==> src/rtl/text_overlay.sv <==
// Text overlay: renders a string of 5x5 glyphs over the scan position with a 2-cycle registered latency.
// Optional frame-counter blink is compiled in with `define TEXT_BLINK_EN.
module text_overlay #(
    parameter int MAX_CHARS = 8,
    parameter int SCALE_MAX = 3
) (
    input  logic       clk,
    input  logic       rst,
    input  logic [9:0] xCount,
    input  logic [9:0] yCount,
    input  logic       frame_start,
    input  logic       wr_en,
    input  logic [3:0] wr_addr,
    input  logic [5:0] wr_char,
    input  logic       commit,
    input  logic [9:0] cfg_x,
    input  logic [9:0] cfg_y,
    input  logic [1:0] cfg_scale,
    input  logic [4:0] cfg_len,
    input  logic       blink,
    output logic       commit_pending,
    output logic       text_pixel
);

    localparam logic [4:0] MAX_LEN   = 5'(MAX_CHARS);
    localparam logic [1:0] SCALE_LIM = (SCALE_MAX > 3) ? 2'd3 : 2'(SCALE_MAX);
    localparam logic [5:0] BLANK     = 6'd63;

    function automatic logic [1:0] clamp_scale(input logic [1:0] s);
        return (s > SCALE_LIM) ? SCALE_LIM : s;
    endfunction

    function automatic logic [4:0] clamp_len(input logic [4:0] l);
        return (l > MAX_LEN) ? MAX_LEN : l;
    endfunction

    // Row-major bitmap: row 0 in bits [24:20], leftmost column is the MSB of each row.
    function automatic logic [24:0] glyph_rows(input logic [5:0] code);
        case (code)
            6'd0:  return 25'b01110_10011_10101_11001_01110;
            6'd1:  return 25'b00100_01100_00100_00100_01110;
            6'd2:  return 25'b11110_00001_01110_10000_11111;
            6'd3:  return 25'b11110_00001_00110_00001_11110;
            6'd4:  return 25'b10010_10010_11111_00010_00010;
            6'd5:  return 25'b11111_10000_11110_00001_11110;
            6'd6:  return 25'b01110_10000_11110_10001_01110;
            6'd7:  return 25'b11111_00001_00010_00100_00100;
            6'd8:  return 25'b01110_10001_01110_10001_01110;
            6'd9:  return 25'b01110_10001_01111_00001_01110;
            6'd10: return 25'b01110_10001_11111_10001_10001;
            6'd11: return 25'b11110_10001_11110_10001_11110;
            6'd12: return 25'b01111_10000_10000_10000_01111;
            6'd13: return 25'b11110_10001_10001_10001_11110;
            6'd14: return 25'b11111_10000_11110_10000_11111;
            6'd15: return 25'b11111_10000_11110_10000_10000;
            6'd16: return 25'b01111_10000_10011_10001_01111;
            6'd17: return 25'b10001_10001_11111_10001_10001;
            6'd18: return 25'b11111_00100_00100_00100_11111;
            6'd19: return 25'b00111_00010_00010_10010_01100;
            6'd20: return 25'b10010_10100_11000_10100_10010;
            6'd21: return 25'b10000_10000_10000_10000_11111;
            6'd22: return 25'b10001_11011_10101_10001_10001;
            6'd23: return 25'b10001_11001_10101_10011_10001;
            6'd24: return 25'b01110_10001_10001_10001_01110;
            6'd25: return 25'b11110_10001_11110_10000_10000;
            6'd26: return 25'b01110_10001_10101_10010_01101;
            6'd27: return 25'b11110_10001_11110_10100_10010;
            6'd28: return 25'b01111_10000_01110_00001_11110;
            6'd29: return 25'b11111_00100_00100_00100_00100;
            6'd30: return 25'b10001_10001_10001_10001_01110;
            6'd31: return 25'b10001_10001_10001_01010_00100;
            6'd32: return 25'b10001_10001_10101_11011_10001;
            6'd33: return 25'b10001_01010_00100_01010_10001;
            6'd34: return 25'b10001_01010_00100_00100_00100;
            6'd35: return 25'b11111_00010_00100_01000_11111;
            6'd36: return 25'b00100_00100_00100_00000_00100;
            default: return 25'd0;
        endcase
    endfunction

    function automatic logic glyph_bit(input logic [5:0] code, input logic [2:0] row,
                                       input logic [2:0] col);
        logic [24:0] rows;
        logic [4:0]  idx;
        rows = glyph_rows(code);
        idx  = 5'd24 - (5'd5 * {2'b00, row}) - {2'b00, col};
        return rows[idx];
    endfunction

    logic [5:0] shadow_q [16];
    logic [5:0] shadow_d [16];
    logic [5:0] active_q [16];
    logic [5:0] active_d [16];
    logic [9:0] ax_q, ax_d, ay_q, ay_d;
    logic [1:0] as_q, as_d;
    logic [4:0] alen_q, alen_d;
    logic       commit_pending_q, commit_pending_d;
    logic       vld_p0_q, vld_p0_d;
    logic [3:0] cell_p0_q, cell_p0_d;
    logic [2:0] gcol_p0_q, gcol_p0_d;
    logic [2:0] grow_p0_q, grow_p0_d;
    logic       text_pixel_q, text_pixel_d;
    logic [9:0] rx, ry, gx, gy, cell_idx;
    logic [5:0] code_p1;
`ifdef TEXT_BLINK_EN
    logic [5:0] blink_cnt_q, blink_cnt_d;
`else
    logic       blink_unused;
    assign blink_unused = blink;
`endif

    always_comb begin
        shadow_d         = shadow_q;
        active_d         = active_q;
        ax_d             = ax_q;
        ay_d             = ay_q;
        as_d             = as_q;
        alen_d           = alen_q;
        commit_pending_d = commit_pending_q;

        // Publish reads shadow_q, so a coincident write only reaches the shadow.
        if (frame_start && commit_pending_q) begin
            active_d         = shadow_q;
            ax_d             = cfg_x;
            ay_d             = cfg_y;
            as_d             = clamp_scale(cfg_scale);
            alen_d           = clamp_len(cfg_len);
            commit_pending_d = 1'b0;
        end
        if (commit) begin
            commit_pending_d = 1'b1;
        end
        if (wr_en && ({1'b0, wr_addr} < MAX_LEN)) begin
            shadow_d[wr_addr] = wr_char;
        end

        // Stage p0: position to cell / glyph coordinates
        rx        = xCount - ax_q;
        ry        = yCount - ay_q;
        gx        = rx >> as_q;
        gy        = ry >> as_q;
        cell_idx  = gx / 10'd6;
        vld_p0_d  = (xCount >= ax_q) && (yCount >= ay_q) && (gy < 10'd5)
                    && (cell_idx < {5'd0, alen_q});
        cell_p0_d = cell_idx[3:0];
        gcol_p0_d = 3'(gx % 10'd6);
        grow_p0_d = gy[2:0];

        // Stage p1: character lookup and glyph bit
        code_p1      = active_q[cell_p0_q];
        text_pixel_d = vld_p0_q && (gcol_p0_q < 3'd5) && glyph_bit(code_p1, grow_p0_q, gcol_p0_q);
`ifdef TEXT_BLINK_EN
        blink_cnt_d = frame_start ? blink_cnt_q + 6'd1 : blink_cnt_q;
        if (blink && blink_cnt_q[5]) begin
            text_pixel_d = 1'b0;
        end
`endif
    end

    always_ff @(posedge clk) begin
        if (rst) begin
            for (int i = 0; i < 16; i++) begin
                shadow_q[i] <= BLANK;
                active_q[i] <= BLANK;
            end
            ax_q             <= 10'd200;
            ay_q             <= 10'd200;
            as_q             <= 2'd0;
            alen_q           <= 5'd0;
            commit_pending_q <= 1'b0;
            vld_p0_q         <= 1'b0;
            cell_p0_q        <= 4'd0;
            gcol_p0_q        <= 3'd0;
            grow_p0_q        <= 3'd0;
            text_pixel_q     <= 1'b0;
`ifdef TEXT_BLINK_EN
            blink_cnt_q      <= 6'd0;
`endif
        end else begin
            shadow_q         <= shadow_d;
            active_q         <= active_d;
            ax_q             <= ax_d;
            ay_q             <= ay_d;
            as_q             <= as_d;
            alen_q           <= alen_d;
            commit_pending_q <= commit_pending_d;
            vld_p0_q         <= vld_p0_d;
            cell_p0_q        <= cell_p0_d;
            gcol_p0_q        <= gcol_p0_d;
            grow_p0_q        <= grow_p0_d;
            text_pixel_q     <= text_pixel_d;
`ifdef TEXT_BLINK_EN
            blink_cnt_q      <= blink_cnt_d;
`endif
        end
    end

    assign commit_pending = commit_pending_q;
    assign text_pixel     = text_pixel_q;

endmodule

==> config.mk <==
export PLATFORM = sky130hd
export DESIGN_NAME = text_overlay
export DESIGN_NICKNAME = d
export VERILOG_FILES = /design/src/rtl/text_overlay.sv
export SDC_FILE = /design/constraint.sdc
export NUM_CORES = 1
export LEC_CHECK = 0
export CORE_MARGIN = 5
export CORE_UTILIZATION = 40
export CTS_CLUSTER_SIZE = 28
export DETAILED_ROUTE_END_ITERATION = 10
export SYNTH_ARGS = -nofsm -noshare
export SYNTH_HDL_FRONTEND = slang
export SYNTH_SLANG_ARGS = --single-unit
==> constraint.sdc <==
create_clock -name clk -period 8.7 [get_ports clk]
set_input_delay 1.74 -clock clk [delete_from_list [all_inputs] [get_ports clk]]
set_output_delay 1.74 -clock clk [all_outputs]
set_load 0.02 [all_outputs]
After elaboration in Yosys (flattened, before gate mapping)
Memory sizes are Yosys's and may differ from the RTL's.
Index checks and enable logic that the tools add are counted.
{"block": "op_classes", "bitwise": 2, "n_lt_le_gt_ge": 12, "reduce_logical": 9, "n_div": 2, "muxes": 12, "mul": 1, "add_sub_neg": 4, "shifts": 2}
{"operator": "bitwise mux 96 bit", "count": 1}
{"operator": "binary-select mux 6 bit (select 4 bit)", "count": 1}
{"operator": "demux 6 bit (select 4 bit)", "count": 1}
{"operator": ">= comparator 10 bit", "count": 2}
{"operator": "right shift 10 x 2 -> 10 bit", "count": 2}
{"operator": "subtractor 10 bit", "count": 2}
{"operator": "two-way mux 6 bit", "count": 3}
{"operator": "divider 10 x 3 -> 10 bit (second input constant)", "count": 1}
{"operator": ">= comparator 5 bit (second input constant)", "count": 2}
{"operator": "< comparator 10 x 3 -> 1 bit (second input constant)", "count": 1}
{"operator": "< comparator 10 x 5 -> 1 bit", "count": 1}
{"operator": "modulo 10 x 3 -> 10 bit (second input constant)", "count": 1}
{"operator": "inverter 4 -> 5 bit", "count": 2}
{"operator": "logical AND 1 bit", "count": 8}
{"operator": "< comparator 5 x 6 -> 1 bit (second input constant)", "count": 1}
{"operator": "binary-select mux 1 bit (select 5 bit)", "count": 1}
{"operator": "> comparator 5 x 4 -> 1 bit (second input constant)", "count": 1}
{"operator": "< comparator 5 x 1 -> 1 bit (second input constant)", "count": 1}
{"operator": "multiplier 3 x 3 -> 5 bit (first input constant)", "count": 1}
{"operator": "two-way mux 5 bit", "count": 1}
{"operator": "subtractor 5 x 3 -> 5 bit", "count": 1}
{"operator": "subtractor 5 bit (first input constant)", "count": 1}
{"operator": "< comparator 4 bit (second input constant)", "count": 1}
{"operator": "< comparator 3 bit (second input constant)", "count": 1}
{"operator": "other kinds (4)", "count": 6}
{"block": "word_totals", "wordCells": 87, "mem_count": 1, "out_inout_bits": 2, "mem_bits_ro": 1600, "reg_bits": 232, "inputBits": 63}
{"name": "(name not given)", "words": 64, "word_bits": 25, "rd": 1, "rd_clocked_by_memory_dff": 0, "write_ports": 0, "line_no": "39", "text": "case (code)"}

Depth between registers and ports, before layout
Gate-level depths: netlist of the first run.
An unclocked memory read counts as a cell.
{"block": "depth", "word_depth": 8, "depth_mapped": 24, "ltp_nobuf": 22}

Worst setup path after synthesis of the first run
No wires, ideal clock.
{"block": "synth_path", "path_kind": "input port to flip-flop", "startpoint": "input port xCount[0]", "endpoint": "register vld_p0_q", "setup_ns": 0.060, "t_arrival_ns": 6.619, "cell_stages": 23, "setup_slack_ns": 2.021, "cell_sequence": "inv_1 ha_1 fa_1 nor2b_1 o2111a_2 o31a_1 nor3_1 a31oi_2 nand3_1 or4b_4 o211ai_4 mux2i_1 a311o_1 buf_6 inv_1 ha_1 a21o_1 a211o_1 a2111oi_0 or4b_2 nor4_1 o21a_1 a41o_1"}
{"block": "synth_between", "elab_chain_cells": 5, "elab_cells_between_ends": 8, "classes_between": "add/sub: 1; div: 1; order compare: 2; shift: 1; reduce/logical: 3"}
{"item": "start, declared", "line_no": "9", "text": "input logic [9:0] xCount,"}
{"item": "subtractor 10 bit", "line_no": "138", "text": "rx = xCount - ax_q;"}
{"item": "right shift 10 x 2 -> 10 bit", "line_no": "140", "text": "gx = rx >> as_q;"}
{"item": "divider 10 x 3 -> 10 bit", "line_no": "142", "text": "cell_idx = gx / 10'd6;"}
{"item": "via cell_idx[2]", "line_no": "103", "text": "logic [9:0] rx, ry, gx, gy, cell_idx;"}
{"item": "< comparator 10 x 5 -> 1 bit", "line_no": "144", "text": "&& (cell_idx < {5'd0, alen_q});"}
{"item": "logical AND 1 bit", "line_no": "144"}
{"item": "end signal, assigned", "line_no": "187", "text": "vld_p0_q <= vld_p0_d;"}
{"item": "end, declared", "line_no": "98", "text": "logic vld_p0_q, vld_p0_d;"}
The timed path passes the listed nets, and every way through them passes these cells.
A chain may end at the register's enable or synchronous reset.

Worst setup path in the final report of the first run
Ends and elaborated chain as after synthesis.

==> results of run 1 <==
==> kinds of logic after synthesis <==
kind of cell / after synthesis / share of synthesized area (%)
mux: 57 / 7.83
fa+ha+maj: 49 / 5.16
compound gates: 273 / 15.8
buf+inv: 160 / 4.99
flops: 232 / 37.7
simple gates: 661 / 27.4
xor+xnor: 15 / 1.07
==> layer usage <==
metal	part of all wire (%)	vias to the layer above	GRT usage [%]
met5	0	-	0
met4	1.6	0	4.05
met3	3.2	31	1.57
met2	47	155	27.2
met1	48	4608	22.9
li1	-	5044	-
==> area by class of cell <==
cell class | instances | area (µm²) | area share, %
inverters | 58 | 218 | 1.56
clock inverters | 5 | 57.6 | 0.411
clock buffers | 39 | 791 | 5.65
repair buffers | 75 | 722 | 5.16
well taps | 396 | 495 | 3.54
flip-flops and latches | 232 | 4650 | 33.2
multi-input cells | 1055 | 7070 | 50.5
==> path summary, 6_finish.rpt <==
| check | from | endpoint | slack (ns) | depth (start not counted) |
|---|---|---|---|---|
| worst max-delay path | xCount[0] | vld_p0_q | 1.28 | 23 |
| worst min-delay path | shadow_q[40] | shadow_q[40] | 0.44 | 1 |
| worst min register to register | shadow_q[40] | shadow_q[40] | 0.44 | 1 |
| worst max register to register | ax_q[6] | vld_p0_q | 2.68 | 21 |
==> flip-flops by register name, summed over array words and instances, names as in the netlist <==
signal / flops
text_pixel: 1
shadow_q: 96
ay_q: 10
cell_p0_q: 4
as_q: 2
gcol_p0_q: 3
ax_q: 10
vld_p0_q: 1
active_q: 96
grow_p0_q: 3
commit_pending: 1
alen_q: 5
==> stage by stage <==
| stage | power [mW] | cells | setup WS [ns] |
|---|---|---|---|
| 4_1_cts | 3.28 | 1860 | 1.30 |
| 3_5_place_dp | 2.19 | 1816 | 0.750 |
| 5_1_grt | 3.44 | 1860 | 0.921 |
| 2_1_floorplan | 1.95 | 1447 | 2.02 |
| 3_3_place_gp | 2.19 | 1816 | 0.831 |
| 6_report | 3.25 | 1860 | 1.28 |
==> layout by cell type (no fill, tap or decap), types with 6 or more instances in the layout <==
master           Yosys  layout
nor2b_1             48      48
nand3b_1           105     105
a211o_1             52      52
clkbuf_16            0      27
a31oi_1              8       8
a221oi_1             7       7
and3_1              10      10
ha_1                46      46
clkbuf_8             0       7
nor2_1              83      83
mux4_2              30      30
o31ai_1              6       6
a21oi_1             64      64
o21a_1               6       6
buf_4                0      12
nor3_1              26      26
a211oi_1            11      11
nand2_1            280     279
xnor2_1             12      12
inv_1               58      58
o21ai_0             53      53
dfxtp_1            232     231
mux2i_1             19      18
nand3_1             15      15
or2_2               51      51
a21o_1               7       7
clkdlybuf4s50_1      0      62
==> where the power goes <==
part           internal, mW  switching (mW)
sequential             1.11          0.0387
combinational         0.421           0.605
clock                 0.654           0.417
total                  2.19            1.06
==> results.ini, run 1 <==
[run_status]
status = completed

[clock_network]
cts_setup_buffers = 0
cts.path.max_buffers = 3
clock-root-buffer = clkbuf_16
clock_latency_ns = 0.52
cts_made_buffers = 26
cts_tree = done
clkSinkCount = 232
cts.clk_slew.worst_paths_ns = 0.06
ctsHtreeMaxLevel = 1
postCtsHoldBufs = 0
cts_resized = 0

[sta]
max_slew_margin_pct = 33.8
worstMarginPinSlew_ns = 0.993
fin_skew_ns = 0.0158
rsz0062_at_grt = no
fin_crit_sh_pct = 85.3
maxSlewViolCount = 0
max_freq_ghz = 0.135
layout_min_cycle_time_ns = 7.42
tns_ns = 0
setup_violations = 0
hold_viol_final = 0
holdWs_ns = 0.441

[synth]
yosys_register_bits = 232
syn_inst = 1447
synth_area_per_cell_um2 = 8.51
synthFlopType = dfxtp_1
synth_top_area_share_pct = 37.7
syn_area_um2 = 12300
yosys-top-cells-count = nand2_1 (280), dfxtp_1 (232), nand3b_1 (105), nor2_1 (83), clkbuf_1 (80)
yosysWarnings = 0
syn_nets = 1559
synth_area_leaders = dfxtp_1 (38%), nand2_1 (8.5%), nand3b_1 (6.4%), mux4_2 (5.5%), ha_1 (4.7%)
synthDistinctLibCells = 85
synth_most_common_cell = nand2_1
synth_edf_count = 0
yosysSeqAreaShare_pct = 37.7
synth_top_cell_by_area = dfxtp_1
async_flop_share_pct = 0

[critical_path]
path_delay_family = compound AO/OA/AOI/OAI gates
path_cells = clkdlybuf4s50_1, inv_1, ha_1, fa_1, nor2b_1, o2111a_2, o31a_1, nor3_1, a31oi_2, nand3_1, or4b_4, o211ai_4, mux2i_1, a311o_1, inv_1, ha_1, a21o_1, a211o_1, a2111oi_0, or4b_2, nor4_1, o21a_1, a41o_1
crit_buf_inv = 3
crit_required_ns = 9.16
worstPathArrival_ns = 7.88
cp-end-kind = register
cp_slowest_cell = or4b_2
critical_path_class = in2reg
slowest_delay_ns = 0.62
worstPathMaxFanout = 9
startpoint_type = input port

[routing]
drc = 0
drt_iter0_drc = 591
vias = 9838
wirelength_um = 28500
routed_via_density = 5.29
drtPass1Iterations = 5
wl_per_cell_um = 15.3
antenna_left = 0

[placement]
finalWeightedCongestion = 0.867
io_buffers = 63
dp_hpwl_um = 18600
dpl_cell_area_um2 = 13200

[min_path]
hp-class = reg2reg

[floorplan]
die-area_um2 = 34400
num_rows = 64
coreArea_um2 = 30500
initial_utilization_pct = 40.3
boundaryPins = 65
die_height_um = 185
die_w_um = 185

[grt]
grt_pass1_wl_um = 47300
gr-total-overflow = 0
grt_usage_pct = 16.3
grt_pass1_vias = 9365
grt_antenna_before_repair = 0
grt_max_degree = 141

[run]
maxCapViolCount = 0

[final_layout]
area_growth_pct = 13.8
fin_nets = 1560
fin_area_um2 = 14000
fin_util_pct = 45.9
nFillCells = 2988
n_antenna_cell = 0
drive_gt1_share_pct = 11.2

[power]
pwr_density_cell_nw_per_um2 = 232
peakVddDrop_mv = 0.150
p_leak_nw = 5.57

(Power assumes the default switching activity.)
==> run 2: changes to the inputs <==
- TNS_END_PERCENT: default -> 5
==> results of run 2 <==
Same layout as run 1: the final DEF is identical, and so are final timing and power.
==> run 3: changes to the inputs <==
- CORE_ASPECT_RATIO: default -> 1.2
==> results.ini, run 3 (synthesized netlist as in run 1, its figures left out) <==
[placement]
io_buffers = 63  ; unchanged
dp_hpwl_um = 18700  ; was 18600 µm
dp_slack_ns = 0.601  ; was 0.750 ns
finalWeightedCongestion = 0.868  ; was 0.867

[grt]
grt.met2_usage_pct = 28.5  ; was 27.2%
grt_use_met1_pct = 21.4  ; was 22.9%
grt_max_degree = 132  ; was 141
top_usage_layer = met2  ; unchanged
grt_pass1_wl_um = 47700  ; was 47300 µm
gr-total-overflow = 0  ; unchanged
grt_pass1_vias = 9495  ; was 9365
grt.met3_usage_pct = 2.29  ; was 1.57%
grt_usage_pct = 16.4  ; was 16.3%
grt_antenna_before_repair = 1  ; was 0

[sta]
layout_min_cycle_time_ns = 7.53  ; was 7.42 ns
fin_skew_ns = 0.0146  ; was 0.0158 ns
maxSlewViolCount = 0  ; unchanged
max_slew_margin_pct = 34.1  ; was 33.8%
max_freq_ghz = 0.133  ; was 0.135 GHz
finalWorstSetupSlack_ns = 1.17  ; was 1.28 ns
setup_violations = 0  ; unchanged
hold_viol_final = 0  ; unchanged
tns_ns = 0  ; unchanged
holdWs_ns = 0.439  ; was 0.441 ns
worstMarginPinSlew_ns = 0.989  ; was 0.993 ns
fin_crit_sh_pct = 86.5  ; was 85.3%
rsz0062_at_grt = no  ; unchanged

[floorplan]
num_rows = 70  ; was 64
die_height_um = 202  ; was 185 µm
die_w_um = 170  ; was 185 µm
initial_utilization_pct = 40.5  ; was 40.3%
die-area_um2 = 34400  ; about the same
coreArea_um2 = 30400  ; was 30500 µm²
boundaryPins = 65  ; unchanged

[final_layout]
nFillCells = 2993  ; was 2988
fin_nets = 1558  ; was 1560
mostFrequentLayoutCell = nand2_1  ; unchanged
area_growth_pct = 13.0  ; was 13.8%
regArea_um2 = 4650  ; unchanged
multi_input_area_um2 = 7080  ; was 7070 µm²
most-common-layout-cells = nand2_1 (279), dfxtp_1 (231), nand3b_1 (105)  ; unchanged
drive_gt1_share_pct = 10.7  ; was 11.2%
fin_util_pct = 45.8  ; was 45.9%
top_regs = active_q x96, shadow_q x96  ; unchanged

[routing]
drtPass1Iterations = 5  ; unchanged
wirelength_um = 28700  ; was 28500 µm
drc = 0  ; unchanged
antenna_left = 0  ; unchanged
drt_iter0_drc = 834  ; was 591
routed_via_density = 5.32  ; was 5.29
wl_per_cell_um = 15.4  ; was 15.3 µm
vias = 9899  ; was 9838

[clock_network]
ctsHtreeMaxLevel = 1  ; unchanged
postCtsHoldBufs = 0  ; unchanged
cts.path.max_buffers = 3  ; unchanged
cts_made_buffers = 25  ; was 26
cts.clk_slew.worst_paths_ns = 0.06  ; about the same
clock_latency_ns = 0.52  ; about the same
clkSinkCount = 232  ; unchanged
cts_setup_buffers = 0  ; unchanged
clock-root-buffer = clkbuf_16  ; unchanged
cts_resized = 0  ; unchanged
cts_tree = done  ; unchanged

[critical_path]
critical_path_class = in2reg  ; unchanged
worstPathMaxFanout = 9  ; unchanged
reg2reg_depth = 21  ; unchanged
startpoint_type = input port  ; unchanged
r2r_slack_ns = 2.55  ; was 2.68 ns
worstPathArrival_ns = 7.98  ; was 7.88 ns
cp-end-kind = register  ; unchanged
r2r_start = ax_q[6]  ; unchanged
crit_required_ns = 9.16  ; about the same
r2r_end = vld_p0_q  ; unchanged

[min_path]
hp-class = reg2reg  ; unchanged
min_path_cells = 1  ; unchanged
min_to = shadow_q[27]  ; was shadow_q[40]
hp-start = shadow_q[27]  ; was shadow_q[40]

[run_status]
status = completed  ; unchanged

[power]
peakVddDrop_mv = 0.148  ; was 0.150 mV
pwr_density_cell_nw_per_um2 = 228  ; was 232 nW/µm²
p_leak_nw = 5.50  ; was 5.57 nW

[run]
maxCapViolCount = 0  ; unchanged

==> run 3: cell count changes in the layout (fill, tap and decap cells not counted), sizes merged <==
| cell | change |
|---|---|
| clkinv | -1 |
| buf | -1 |
| diode | +1 |
| clkbuf | -1 |
| inv | -1 |
| clkinvlp | +2 |
==> run 3: how the worst max path moves through the flow <==
| stage | start | endpoint | slack [ns] | cells past startpoint |
|---|---|---|---|---|
| 2_1_floorplan | xCount[0] | vld_p0_q | 2.02 | 23 |
| 3_3_place_gp | xCount[0] | vld_p0_q | 0.77 | 23 |
| 3_5_place_dp | xCount[0] | vld_p0_q | 0.60 | 23 |
| 4_1_cts | xCount[0] | vld_p0_q | 1.14 | 23 |
| 5_1_grt | xCount[0] | vld_p0_q | 0.80 | 23 |
| 6_report | xCount[0] | vld_p0_q | 1.17 | 23 |
==> run 3: critical path, stage by stage <==
cell and delay, ns:
clkdlybuf4s50_1 0.45, inv_1 0.04, ha_1 0.22, fa_1 0.41, nor2b_1 0.19, o2111a_2 0.29, o31a_1 0.20, nor3_1 0.11
a31oi_2 0.36, nand3_1 0.13, or4b_4 0.55, o211ai_4 0.16, mux2i_1 0.23, a311o_1 0.36, inv_1 0.18, ha_1 0.21
a21o_1 0.17, a211o_1 0.28, a2111oi_0 0.31, or4b_2 0.61, nor4_1 0.49, o21a_1 0.19, a41o_1 0.09
==> run 3: metrics by stage <==
step                      power, mW  instances  cell area (µm²)
after floorplan                1.95       1447            12300
after global placement         2.19       1815            13100
after detailed placement       2.19       1815            13100
after CTS                      3.20       1858            13900
after global routing           3.37       1859            13900
final                          3.16       1859            13900
==> run 3: layout make-up <==
type                       instances  area share (%)
multi-input combinational       1055            50.9
inverter                          58            1.57
sequential                       232            33.4
timing repair buffer              74            5.14
antenna                            1          0.0180
clock inverter                     5           0.423
clock buffer                      38            4.99
tap                              396            3.56
==> run 3: power by group <==
part | switching, mW | internal (mW)
Combinational | 0.604 | 0.421
Sequential | 0.0386 | 1.11
Clock | 0.412 | 0.578
==> run 3: routing by layer <==
metal | wire, µm | part of all wire, %
met5 | 0 | 0
met4 | 684 | 2.4
met1 | 13000 | 45
met3 | 1010 | 3.5
met2 | 14000 | 49
